**src/rtl/arc4_pkg.sv**
```systemverilog
// Shared constants for the ARC4 S-box checking blocks.
package arc4_pkg;

    localparam int unsigned S_DEPTH = 256;

    localparam logic MODE_IDENTITY = 1'b0;
    localparam logic MODE_PERM     = 1'b1;

endpackage

```
**src/rtl/s_check.sv**
```systemverilog
// S-box checker: walks all 256 entries of S, checks identity or
// permutation, and reports pass, mismatch count and first bad index.
module s_check
    import arc4_pkg::*;
(
    input  logic       clk,
    input  logic       rst_n,
    input  logic       en,
    output logic       rdy,
    input  logic       mode,
    output logic [7:0] addr,
    input  logic [7:0] rddata,
    output logic       pass,
    output logic [8:0] err_count,
    output logic [7:0] first_bad
);

    typedef enum logic [2:0] {
        IDLE   = 3'd0,
        READ   = 3'd1,
        WAIT   = 3'd2,
        CHECK  = 3'd3,
        FINISH = 3'd4
    } state_t;

    state_t              state_q, state_d;
    logic [7:0]          i_q, i_d;
    logic                mode_q, mode_d;
    logic                pass_q, pass_d;
    logic [8:0]          err_count_q, err_count_d;
    logic [7:0]          first_bad_q, first_bad_d;
    logic [S_DEPTH-1:0]  seen_q, seen_d;
    logic                mismatch;

    // The read address is the index itself: it is loaded on entry to READ,
    // stays put through WAIT/CHECK and never wraps, so it holds 255 after a run.
    assign addr      = i_q;
    assign rdy       = (state_q == IDLE);
    assign pass      = pass_q;
    assign err_count = err_count_q;
    assign first_bad = first_bad_q;

    // Mismatch decision for the entry returned by the memory this cycle.
    always_comb begin
        mismatch = 1'b0;
        if (mode_q == MODE_PERM) begin
            mismatch = seen_q[rddata];
        end else begin
            mismatch = (rddata != i_q);
        end
    end

    // Next-state and datapath update for the scan FSM.
    always_comb begin
        state_d     = state_q;
        i_d         = i_q;
        mode_d      = mode_q;
        pass_d      = pass_q;
        err_count_d = err_count_q;
        first_bad_d = first_bad_q;
        seen_d      = seen_q;

        case (state_q)
            IDLE: begin
                if (en) begin
                    mode_d      = mode;
                    i_d         = '0;
                    err_count_d = '0;
                    pass_d      = 1'b0;
                    first_bad_d = '0;
                    seen_d      = '0;
                    state_d     = READ;
                end
            end
            READ: begin
                state_d = WAIT;
            end
            WAIT: begin
                state_d = CHECK;
            end
            CHECK: begin
                if (mismatch) begin
                    err_count_d = err_count_q + 9'd1;
                    if (err_count_q == '0) begin
                        first_bad_d = i_q;
                    end
                end
                if (mode_q == MODE_PERM) begin
                    seen_d[rddata] = 1'b1;
                end
                if (i_q == 8'd255) begin
                    state_d = FINISH;
                end else begin
                    i_d     = i_q + 8'd1;
                    state_d = READ;
                end
            end
            FINISH: begin
                pass_d  = (err_count_q == '0);
                state_d = IDLE;
            end
            default: begin
                state_d = IDLE;
            end
        endcase
    end

    // State registers with synchronous active-low reset.
    always_ff @(posedge clk) begin
        if (!rst_n) begin
            state_q     <= IDLE;
            i_q         <= '0;
            mode_q      <= MODE_IDENTITY;
            pass_q      <= 1'b0;
            err_count_q <= '0;
            first_bad_q <= '0;
            seen_q      <= '0;
        end else begin
            state_q     <= state_d;
            i_q         <= i_d;
            mode_q      <= mode_d;
            pass_q      <= pass_d;
            err_count_q <= err_count_d;
            first_bad_q <= first_bad_d;
            seen_q      <= seen_d;
        end
    end

endmodule

```
**config.mk**
```make
export PLATFORM = sky130hd
export DESIGN_NAME = s_check
export DESIGN_NICKNAME = d
export VERILOG_FILES = /design/src/rtl/arc4_pkg.sv /design/src/rtl/s_check.sv
export SDC_FILE = /design/constraint.sdc
export NUM_CORES = 1
export LEC_CHECK = 0
export BUFFER_PORTS_ARGS = -buffer_cell sky130_fd_sc_hd__buf_2
export CELL_PAD_IN_SITES_DETAIL_PLACEMENT = 2
export CELL_PAD_IN_SITES_GLOBAL_PLACEMENT = 2
export CORE_MARGIN = 2
export CORE_UTILIZATION = 39
export CTS_CLUSTER_SIZE = 30
export DETAILED_ROUTE_END_ITERATION = 8
export MAX_ROUTING_LAYER = met4
export PLACE_DENSITY_LB_ADDON = 0.2
export RECOVER_POWER = 100
export SYNTH_ARGS = -nofsm -noshare
export SYNTH_HDL_FRONTEND = slang
export SYNTH_SLANG_ARGS = --single-unit
```
**constraint.sdc**
```tcl
create_clock -name clk -period 4.6 [get_ports clk]
set_clock_uncertainty 0.2 [all_clocks]
set_input_delay 0.69 -clock clk [delete_from_list [all_inputs] [get_ports clk]]
set_output_delay 0.69 -clock clk [all_outputs]
set_load 0.005 [all_outputs]
```
==> metrics.txt <==
outcome=complete, but fails checks; failing checks=max-capacitance violations, max-slew violations; relative slew slack=-12.9%; initial antenna violation count=0; Critical Path RT=around 4800 ps; port buffer count=38; Post-synth top cells=294 x nor2_1, 286 x dfxtp_1, 248 x a21oi_1, 72 x clkbuf_1, 45 x nand2_1; min setup slack post-route=roughly 470 ps; Total Neg Setup Slack=0 ps; number of synthesized register bits=286; Synth Flop Type=dfxtp_1; Hold Fails Final Rpt=0; Tmin final=4130 ps; final wirelength=40.2 mm; Hold Path Class=reg2reg; Worst Hold Launch=seen_q[66]$_SDFFE_PN0P_; Worst-path clk slew=60 ps; Max H-tree Level=2; slowest stage delay, CP=approximately 680 ps; WP data arrival=between 4000 and 5000 ps; number of vias in the routed layout=approximately 10k; placed cells=1638; Core Box Area=29600 um2; Post-CTS Setup Bufs=0; IO Count=39; Max IR drop VDD=about 0.32 mV; # setup viols final=0; cells after synthesis=1260; Worst R2R Start=state_q[1]$_SDFFE_PN0P_; Row Count=63; fmax=0.242 GHz; Async SR Flop Fraction=0%; synthesized cell area=11700 um2; Mean Syn Cell Area=between 9 and 10 um2; fin area=13500 um2; number of synthesized flops with an enable pin=0; first-pass GRT wire length=62.1 mm; Detailed Route Iter0 Violations=approximately 680; largest net degree at the start of global routing=110; count of different cell masters after synthesis=64; CTS tree=yes; post-synth top area share=48.9%; largest area contributor in the netlist=dfxtp_1; unrepaired setup endpoints after global routing=false; total track usage=26.5%; vias per inst=5.75; top cells by area, synth=dfxtp_1 49%, a21oi_1 11%, nor2_1 9.4%, mux4_2 8.1%, mux2i_1 3.7%; crit path kind=in2reg; CTS Hold Bufs=0; period utilization=89.8%; Routed Antenna Nets=0; final core occ=45.5%; DP Area=12400 um2; Slew @ Worst Pin=about 1700 ps; Seq/Total Area, Yosys=48.9%; CTS buffer count=34; pwr dens=418 nW/um2; syn nets=1275; # fillers=about 3.2k; Critical Path Source=rddata[1]; CP Capture Type=register; GRT overflow=0; CP dominant cell by count=o41ai_1; initial core utilization=around two fifths; die area=31400 um2; die width=177 um; Critical Path Fanout Max=64; leak pwr=between 4 and 5 nW; Finished Layout Cells=1701; fin. max-slew vios=60; vias in the first global route=approximately 10k; synth warn=0; DRC viols=0; synthesis-to-layout area growth=15.0%; cts repair resizes=0; worst path cell trace=buf_4, buf_12, mux4_1, nand2b_1, a31oi_1, o41ai_1, o41ai_1, clkbuf_1, a21oi_1, nand4_1, mux2_1; placer congestion estimate=~0.8; Layout Nets=~1.3k; hpwl dp=~25 mm; Critical-path top delay cell=o41ai_1; dpl ws=69.9 ps; CP startpoint kind=input port; DR pass1 iterations=5; share of cells above drive strength 1=13.5%; Die Y=177 um; WL per Instance=23.6 um; clock sinks=286; maximum root-to-sink buffer count=3; overall power=5.63 mW; number of diodes=0; final hold slack=approximately 260 ps; most frequent cell after synthesis=nor2_1; Max Cap Violations=2; clk_lat worst skew=approximately 520 ps; clk root buf=clkbuf_16
==> routing by layer <==
metal  wire, um  vias to the layer above  track usage, %
li1           -                     4467               -
met1      17400                     5012            33.2
met2      19700                      218            44.0
met3       1680                       90            3.43
met4       1400                        0            9.73
met5          0                        -               -
==> cells in the final DEF (no fill, tap or decap), types with 17 or more instances in the layout <==
cell,n
mux4_2,42
nor2_1,294
mux2i_1,43
a21oi_1,249
buf_2,21
clkbuf_1,28
buf_4,34
clkbuf_16,37
a31oi_1,17
dfxtp_1,286
nor3_1,17
nand2_1,45
==> critical path: cells and delay by family <==
| kind | cells | cell delay (ps) |
|---|---|---|
| AOI/OAI and AO/OA | 4 | 1260 |
| buffers and inverters | 3 | 1070 |
| muxes | 2 | 910 |
| and+or+nand+nor | 2 | 360 |
==> logic make-up (layout without fill, tap and decap cells) <==
group / Yosys count / count (layout) / share of synthesized area (%)
buffers and inverters: 110 / 161 / 4.49
flip-flops: 286 / 286 / 48.9
AO/OA/AOI/OAI: 321 / 321 / 15.4
AND/OR/NAND/NOR: 427 / 427 / 15.4
multiplexers: 97 / 97 / 14.3
XOR/XNOR: 16 / 16 / 1.20
adder cells (fa/ha/maj): 3 / 3 / 0.320
==> report_power, final <==
group / switching [mW] / internal, mW / leakage (nW)
sequential: 0.0107 / 2.49 / 2.30
clock: 1.07 / 1.67 / 0.572
combinational: 0.293 / 0.0950 / 2.02
total: 1.38 / 4.25 / 4.90
==> state kept, by name, indices dropped and copies added (netlist names) <==
| name | count |
|---|---|
| pass | 1 |
| first_bad | 8 |
| seen_q | 256 |
| err_count | 9 |
| addr | 8 |
| state_q | 3 |
| mode_q | 1 |
==> path summary, 6_finish.rpt <==
kind	to	cells after the start	slack, ps
min reg2reg	seen_q[66]$_SDFFE_PN0P_	2	260
min	seen_q[66]$_SDFFE_PN0P_	2	260
max reg2reg	seen_q[57]$_SDFFE_PN0P_	9	530
max	err_count[4]$_SDFFE_PN0P_	11	470
==> layout make-up <==
cell class	instances	area, um2	area share (%)
Inverter	11	41.3	0.306
Timing Repair Buffer	88	564	4.19
Clock inverter	11	105	0.780
Clock buffer	51	1040	7.71
Tap cell	390	488	3.62
Sequential cell	286	5730	42.5
Multi-Input combinational cell	864	5510	40.9
Note: power is estimated with default switching activity, not from simulation.
